## src/rtl/video_mode_ctrl.sv

```systemverilog
// Run-time video mode controller: shadowed timing registers, atomic frame-boundary apply, generator reset hold.
// Optional shadow-set validation on commit when VIDEO_MODE_CHECK_EN is defined.
module video_mode_ctrl #(
  parameter int HOLD_CYCLES = 16,
  parameter int TIMEOUT_W   = 22
) (
  input  logic        hdmi_clk,
  input  logic        reset_n,
  input  logic        cfg_valid,
  output logic        cfg_ready,
  input  logic [2:0]  cfg_addr,
  input  logic [11:0] cfg_data,
  input  logic        cfg_commit,
  input  logic        next_frame,
  output logic [11:0] h_total,
  output logic [11:0] h_sync,
  output logic [11:0] h_start,
  output logic [11:0] h_end,
  output logic [11:0] v_total,
  output logic [11:0] v_sync,
  output logic [11:0] v_start,
  output logic [11:0] v_end,
  output logic        gen_rst_n,
  output logic        busy,
  output logic        commit_done,
  output logic        timeout,
  output logic        cfg_err
);

  typedef enum logic [1:0] {IDLE, PENDING, APPLY, HOLD} state_t;

  // Index order matches cfg_addr: h_total, h_sync, h_start, h_end, v_total, v_sync, v_start, v_end.
  localparam logic [7:0][11:0] RST_MODE = {12'd1120, 12'd40, 12'd4, 12'd1124,
                                           12'd2109, 12'd189, 12'd43, 12'd2199};
  localparam logic [7:0]           HOLD_LAST = 8'(HOLD_CYCLES - 1);
  // Apply on the edge where the watchdog reaches all-ones.
  localparam logic [TIMEOUT_W-1:0] WD_LAST   = ~TIMEOUT_W'(1);

  state_t                state;
  logic [7:0][11:0]      shadow, shadow_nxt, act;
  logic [7:0]            hold_cnt;
  logic [TIMEOUT_W-1:0]  wd;
  logic                  mode_ok;

  assign cfg_ready = (state == IDLE);
  assign busy      = (state != IDLE);

  assign h_total = act[0];
  assign h_sync  = act[1];
  assign h_start = act[2];
  assign h_end   = act[3];
  assign v_total = act[4];
  assign v_sync  = act[5];
  assign v_start = act[6];
  assign v_end   = act[7];

  // A write accepted alongside the commit is part of the committed set, so validate the merged view.
  always_comb begin
    shadow_nxt = shadow;
    if (cfg_valid && state == IDLE) shadow_nxt[cfg_addr] = cfg_data;
  end

`ifdef VIDEO_MODE_CHECK_EN
  always_comb begin
    mode_ok = (shadow_nxt[1] < shadow_nxt[2]) && (shadow_nxt[2] < shadow_nxt[3]) &&
              (shadow_nxt[3] <= shadow_nxt[0]) &&
              (shadow_nxt[5] < shadow_nxt[6]) && (shadow_nxt[6] < shadow_nxt[7]) &&
              (shadow_nxt[7] <= shadow_nxt[4]) &&
              (shadow_nxt[0] >= 12'd16) && (shadow_nxt[4] >= 12'd4);
  end
`else
  assign mode_ok = 1'b1;
`endif

  always_ff @(posedge hdmi_clk or negedge reset_n) begin
    if (!reset_n) begin
      state       <= HOLD;
      hold_cnt    <= '0;
      wd          <= '0;
      shadow      <= RST_MODE;
      act         <= RST_MODE;
      gen_rst_n   <= 1'b0;
      commit_done <= 1'b0;
      timeout     <= 1'b0;
      cfg_err     <= 1'b0;
    end else begin
      commit_done <= 1'b0;
      timeout     <= 1'b0;
      cfg_err     <= 1'b0;
      shadow      <= shadow_nxt;
      case (state)
        IDLE: begin
          if (cfg_commit) begin
            if (mode_ok) begin
              state <= PENDING;
              wd    <= '0;
            end else begin
              cfg_err <= 1'b1;
            end
          end
        end
        PENDING: begin
          if (next_frame) begin
            state <= APPLY;
          end else if (wd == WD_LAST) begin
            state   <= APPLY;
            timeout <= 1'b1;
            wd      <= wd + 1'b1;
          end else begin
            wd <= wd + 1'b1;
          end
        end
        APPLY: begin
          act         <= shadow;
          gen_rst_n   <= 1'b0;
          commit_done <= 1'b1;
          hold_cnt    <= '0;
          state       <= HOLD;
        end
        default: begin
          if (hold_cnt == HOLD_LAST) begin
            gen_rst_n <= 1'b1;
            state     <= IDLE;
          end else begin
            hold_cnt <= hold_cnt + 1'b1;
          end
        end
      endcase
    end
  end

endmodule

```

## config.mk

```make
export PLATFORM = sky130hd
export DESIGN_NAME = video_mode_ctrl
export DESIGN_NICKNAME = d
export VERILOG_FILES = /design/src/rtl/video_mode_ctrl.sv
export SDC_FILE = /design/constraint.sdc
export NUM_CORES = 1
export LEC_CHECK = 0
export ABC_AREA = 1
export CAP_MARGIN = 20
export CORE_ASPECT_RATIO = 0.6
export CORE_MARGIN = 2
export CORE_UTILIZATION = 54
export CTS_CLUSTER_SIZE = 20
export DETAILED_ROUTE_END_ITERATION = 16
export DONT_BUFFER_PORTS = 1
export MAX_ROUTING_LAYER = met4
export PLACE_DENSITY = 0.72
export SETUP_SLACK_MARGIN = 0.02
export SYNTH_ARGS = -nofsm -noshare
export SYNTH_HDL_FRONTEND = slang
export SYNTH_SLANG_ARGS = --single-unit
```

## constraint.sdc

```tcl
create_clock -name hdmi_clk -period 1.6 [get_ports hdmi_clk]
set_input_delay 0.16 -clock hdmi_clk [delete_from_list [all_inputs] [get_ports hdmi_clk]]
set_output_delay 0.16 -clock hdmi_clk [all_outputs]
set_load 0.02 [all_outputs]
```

Word-level counts from Yosys, hierarchy flattened
Index checks and enable logic that the tools add are counted.
{"block": "totals", "ff_bits": 227, "latchBits": 0, "ram_bits": 0, "romBits": 0, "input_bits": 20, "output_inout_bits": 102, "elab_cells": 66, "mem_count": 0}
{"block": "classes", "add_sub_neg": 2, "multipliers": 0, "div": 0, "n_lt_le_gt_ge": 2, "eq_ne": 8, "shifts": 0, "n_mux": 19, "bitwise": 1, "reduce_logical": 12}
{"cell": "$bwmux 96", "n": 1}
{"cell": "$mux 22", "n": 2}
{"cell": "$pmux 22 s2", "n": 1}
{"cell": "$demux 12 s3", "n": 1}
{"cell": "$add 22x1->22 const B", "n": 1}
{"cell": "$eq 22x22->1 const B", "n": 1}
{"cell": "$pmux 8 s2", "n": 1}
{"cell": "$mux 12", "n": 1}
{"cell": "$add 8x1->8 const B", "n": 1}
{"cell": "$eq 8x4->1 const B", "n": 1}
{"cell": "$mux 2", "n": 4}
{"cell": "$mux 8", "n": 1}
{"cell": "$pmux 2 s3", "n": 1}
{"cell": "$reduce_and 3->1", "n": 2}
{"cell": "$reduce_bool 2->1", "n": 3}
{"cell": "$mux 1", "n": 5}
{"cell": "$lt 3x4->1 const B", "n": 1}
{"cell": "$ne 2x1->1 const B", "n": 2}
{"cell": "$reduce_and 2->1", "n": 2}
{"cell": "$reduce_bool 4->1", "n": 1}
{"cell": "$ge 3x1->1 const B", "n": 1}
{"cell": "$ne 3x3->1 const B", "n": 1}
{"cell": "$eq 2x1->1 const B", "n": 1}
{"cell": "$eq 2x2->1 const B", "n": 1}
{"cell": "6 further kinds", "n": 7}

Logic depth before layout (Yosys ltp)
{"block": "depth", "word_depth": 5, "ltp_mapped": 11, "depth_no_buf": 11}

Worst setup path before layout
OpenSTA, ideal clock, no wires.
{"block": "synth_timing", "path_kind": "register to register", "from": "register state[0]", "to": "register hold_cnt[3]", "setup_ns": 0.129, "arrival_ns": 1.823, "required_time_ns": 1.471, "slack_ns": -0.352, "path_stages_with_launch": 11, "n_path_buf": 0, "period_less_slack_ns": 1.952, "path_cell_list": "dfstp_2 -> inv_1 -> ha_1 -> inv_1 -> nand2_1 -> nor2_1 -> inv_1 -> nand2_1 -> inv_1 -> nand2_1 -> o21ai_0"}
{"block": "synth_between", "elab_chain_cells": 4, "elab_cells_between_ends": 8, "classes_between": "eq/ne (3); mux (1); bitwise (1); reduce/logical (3)"}
{"element": "from (decl)", "line_no": "39", "rtl": "state_t state;"}
{"element": "from (signal assigned)", "line_no": "77", "rtl": "state <= HOLD;"}
{"element": "from (signal assigned)", "line_no": "95", "rtl": "state <= PENDING;"}
{"element": "from (signal assigned)", "line_no": "104", "rtl": "state <= APPLY;"}
{"element": "$logic_not 2->1 *"}
{"element": "named net cfg_ready", "line_no": "10", "rtl": "output logic cfg_ready,"}
{"element": "$reduce_or 2->1 (no line) *"}
{"element": "$not 1->1 (no line)"}
{"element": "$reduce_and 2->1 (no line)"}
{"element": "to (signal assigned)", "line_no": "125", "rtl": "hold_cnt <= hold_cnt + 1'b1;"}
{"element": "to (decl)", "line_no": "41", "rtl": "logic [7:0] hold_cnt;"}
The timed path passes the listed nets; every way through them passes the cells marked *.
A chain may end at the register's enable or synchronous reset.

Final worst setup path
{"block": "layout_timing", "from": "register state[1]", "to": "register wd[16]"}
{"block": "layout_between", "elab_chain_cells": 3, "elab_cells_between_ends": 7, "classes_between": "eq/ne (3); mux (1); reduce/logical (3)"}
{"element": "$eq 2x1->1 or $logic_not 2->1 (tied branches)", "line_no": "91", "rtl": "case (state)"}
{"element": "$ne 2x2->1 (no line), or another cell as far along"}
{"element": "$reduce_and 3->1 (no line)"}
{"element": "to (signal assigned)", "line_no": "108", "rtl": "wd <= wd + 1'b1;"}
{"element": "to (signal assigned)", "line_no": "110", "rtl": "wd <= wd + 1'b1;"}
{"element": "to (decl)", "line_no": "42", "rtl": "logic [TIMEOUT_W-1:0] wd;"}
Several ways; a longest one is shown, not always the timed one.

==> out/results.ini <==
[run_status]
outcome=finished, violations left
violations=hold timing, setup timing

[placed_design]
placed_cell_area_um2=9940
dp_slack_ns=-0.127
port_buffers=0
dp_hpwl_um=14500
gp_congestion=0.920

[timing]
fin_ws_ns=-0.0936
whs_ns=-0.628
grt_setup_unrepaired=true
fin_crit_ns=1.69
hold_viol=227
worstMarginPinSlew_ns=0.577
maxSlewViolCount=0
finClkSkew_ns=0.00613
relSlewSlack_pct=61.5
fin_crit_sh_pct=106
clock.fmax_mhz=590
setup_viol=97

[floorplanning]
die-height_um=106
die_area_um2=18300
die_w_um=173
coreArea_um2=17000
row_count=37
initial_utilization_pct=54.6
io_pins=122

[synthesis]
yosys.area_share.adder_pct=0.944
synth_area_leader_cell=dfrtp_1
syn_inst=1045
async_flop_share_pct=100
synth-compound-area-share_pct=7.04
synthTopCellsByArea=dfrtp_1, nand2_1, dfstp_2, o21ai_0, inv_1
synth_top_family_by_area=simple AND/OR/NAND/NOR gates
yosys.area_share.simple_pct=25.1
synth_mux_area_share_pct=0
yosysSeqAreaShare_pct=62.1
syn_area_per_cell_um2=8.88
synth_most_common_cell=nand2_1
ys.flop_type=dfrtp_1
synth-edff-count=0
ys_types=35
synth-seq-cells=227
synthXorXnorAreaFrac_pct=0.0944
synth_commonest_cells=nand2_1, dfrtp_1, o21ai_0
netlist.area_leader.share_pct=43.4
ys_warn_count=0
syn_area_um2=9280
syn-num-nets=1072

[detailed_routing]
dr.first_iter.drc_count=867
routed_wl_um=24300
postRouteAntennaNets=0
post_drt_wl_per_cell_um=18.1
via_per_inst=5.37
route.vias.total=7207
dr.pass1.iters=7
drc=0

[pwr]
p_leak_nw=5.81
p_per_area_nw_per_um2=2040
intPower_mw=14.8
p_seq_share_pct=46.8
swShare_pct=36.9
pwr-share-comb_pct=30.1
p_sw_mw=8.63
ir_drop_v=0.000875
power_mw=23.4
power_frac_clock_pct=23.1

[critical_path]
cp-endpoint=wd[16]
crit_start=state[1]
endpoint_kind=register
reg2reg_from=state[1]
path_class=register to register
r2r_slack_ns=-0.09
rr_endpoint=wd[16]
cp_max_fo=6
cp.required_ns=1.98
crit_arrival_ns=2.08
r2r_cells=11
crit_path_start_kind=register

[finish]
fin_area_um2=11500
multi_input_area_um2=3430
fin_util_pct=67.6
seq_area_um2=5760
drive_gt1_share_pct=24.9
area_delta_synth_final_pct=23.9
fillers=1286
nNetsFinal=1121

[global_routing]
antenna_found_initial=0
grt_start_max_net_pins=228
grt_pass1_vias=6557
grt_pass1_wl_um=36200
grt.total_usage_pct=26.0
globalRouteOverflowTotal=0

[cts]
root_buffer=clkbuf_16
cts_buffers=21
cts_tree=done
clock_sinks=227
clk_pin_slew_ns=0.07
htree_levels=1
postCtsHoldBufs=1
clockBufferDepth=3
clk_latency_ns=0.49

[min_path]
holdCritPathClass=input pin to asynchronous set/reset pin

[flow_run]
cap_violations=0

==> sequential cells by signal, indices dropped and copies added, names as in the netlist <==
register     count
commit_done      1
gen_rst_n        1
h_end           12
h_start         12
h_sync          12
h_total         12
hold_cnt         8
shadow          96
state            2
timeout          1
v_end           12
v_start         12
v_sync          12
v_total         12
wd              22
==> worst max-delay path, cell delays in order, from the launching register on <==
cell and delay [ns]:
dfstp_2 0.54, inv_2 0.06, ha_4 0.17, inv_2 0.07, nand2_2 0.08, nand2_4 0.08
nand3_4 0.13, buf_4 0.18, nor3_2 0.12, nand2_1 0.07, nand2_1 0.06, nor2_1 0.03
==> cell type report <==
class | count | share of cell area (%)
Tap cell | 234 | 2.55
Multi-Input combinational cell | 707 | 29.9
Sequential cell | 227 | 50.1
Clock buffer | 30 | 5.56
Inverter | 71 | 2.56
Timing Repair Buffer | 66 | 8.31
Antenna cell | 1 | 0.0218
Clock inverter | 7 | 0.980
==> cell families after synthesis <==
family                   Yosys count
flip-flops                       227
other                              1
XOR/XNOR                           1
AND/OR/NAND/NOR                  571
buffers and inverters            111
AO/OA/AOI/OAI                    127
adder cells (fa/ha/maj)            7
==> worst min path at each step <==
| stage | startpoint | endpoint | cells past startpoint |
|---|---|---|---|
| after floorplan | reset_n | commit_done | 0 |
| final | reset_n | hold_cnt[6] | 0 |
| after CTS | reset_n | hold_cnt[6] | 0 |
| after global placement | reset_n | hold_cnt[6] | 0 |
| after global routing | reset_n | hold_cnt[6] | 0 |
| after detailed placement | reset_n | hold_cnt[6] | 0 |
==> power groups by stage <==
stage | sequential (mW) | clock [mW] | combinational (mW)
after floorplan | 10.4 | 0 | 3.41
after CTS | 10.8 | 5.49 | 5.63
after global routing | 11.2 | 5.72 | 7.80
final | 10.9 | 5.40 | 7.05
after global placement | 10.8 | 0 | 4.84
after detailed placement | 10.8 | 0 | 5.04
==> layer usage <==
layer	vias to the layer above	share of wire [%]	GRT usage, %
met1	3528	46	39.1
met2	250	43	34.8
li1	3385	-	-
met5	-	0	-
met3	44	9.0	7.76
met4	0	1.7	5.39
==> per-stage QoR <==
step	setup TNS, ns	cells
6_report	-2.81	1343
4_1_cts	-0.595	1328
3_5_place_dp	-3.17	1281
5_1_grt	-14.26	1342
2_1_floorplan	-0.235	1045
3_3_place_gp	-1.32	1281
==> layout by cell type (no fill, tap or decap), types with 2 or more instances in the layout <==
cell and count:
o21ai_2 7, clkinv_2 3, clkbuf_8 8, nand2_2 43, bufinv_16 3, nor2_2 6, nor2_4 6, nor3_1 7
dfstp_2 66, a21oi_1 10, clkbuf_16 28, ha_4 3, nand2_1 415, dfrtp_1 161, inv_1 60, inv_4 3
buf_12 17, o21ai_1 10, buf_6 5, buf_16 2, nand2_4 14, nand3_2 8, buf_8 5, nand4_1 11
nor3_2 2, buf_4 28, nand3_4 2, nand3_1 19, nor2_1 33, ha_1 4, o21ai_0 94, inv_2 6
==> repair_timing <==
action / CTS / global route
hold endpoints to repair: 229 / 227
gates cloned: 2 / 9
endpoints found under the setup margin: 159 / 215
buffers inserted: 7 / 5
pin swaps: 12 / 20
resized for setup: 44 / 102
Note: power is estimated with default switching activity, not from simulation.
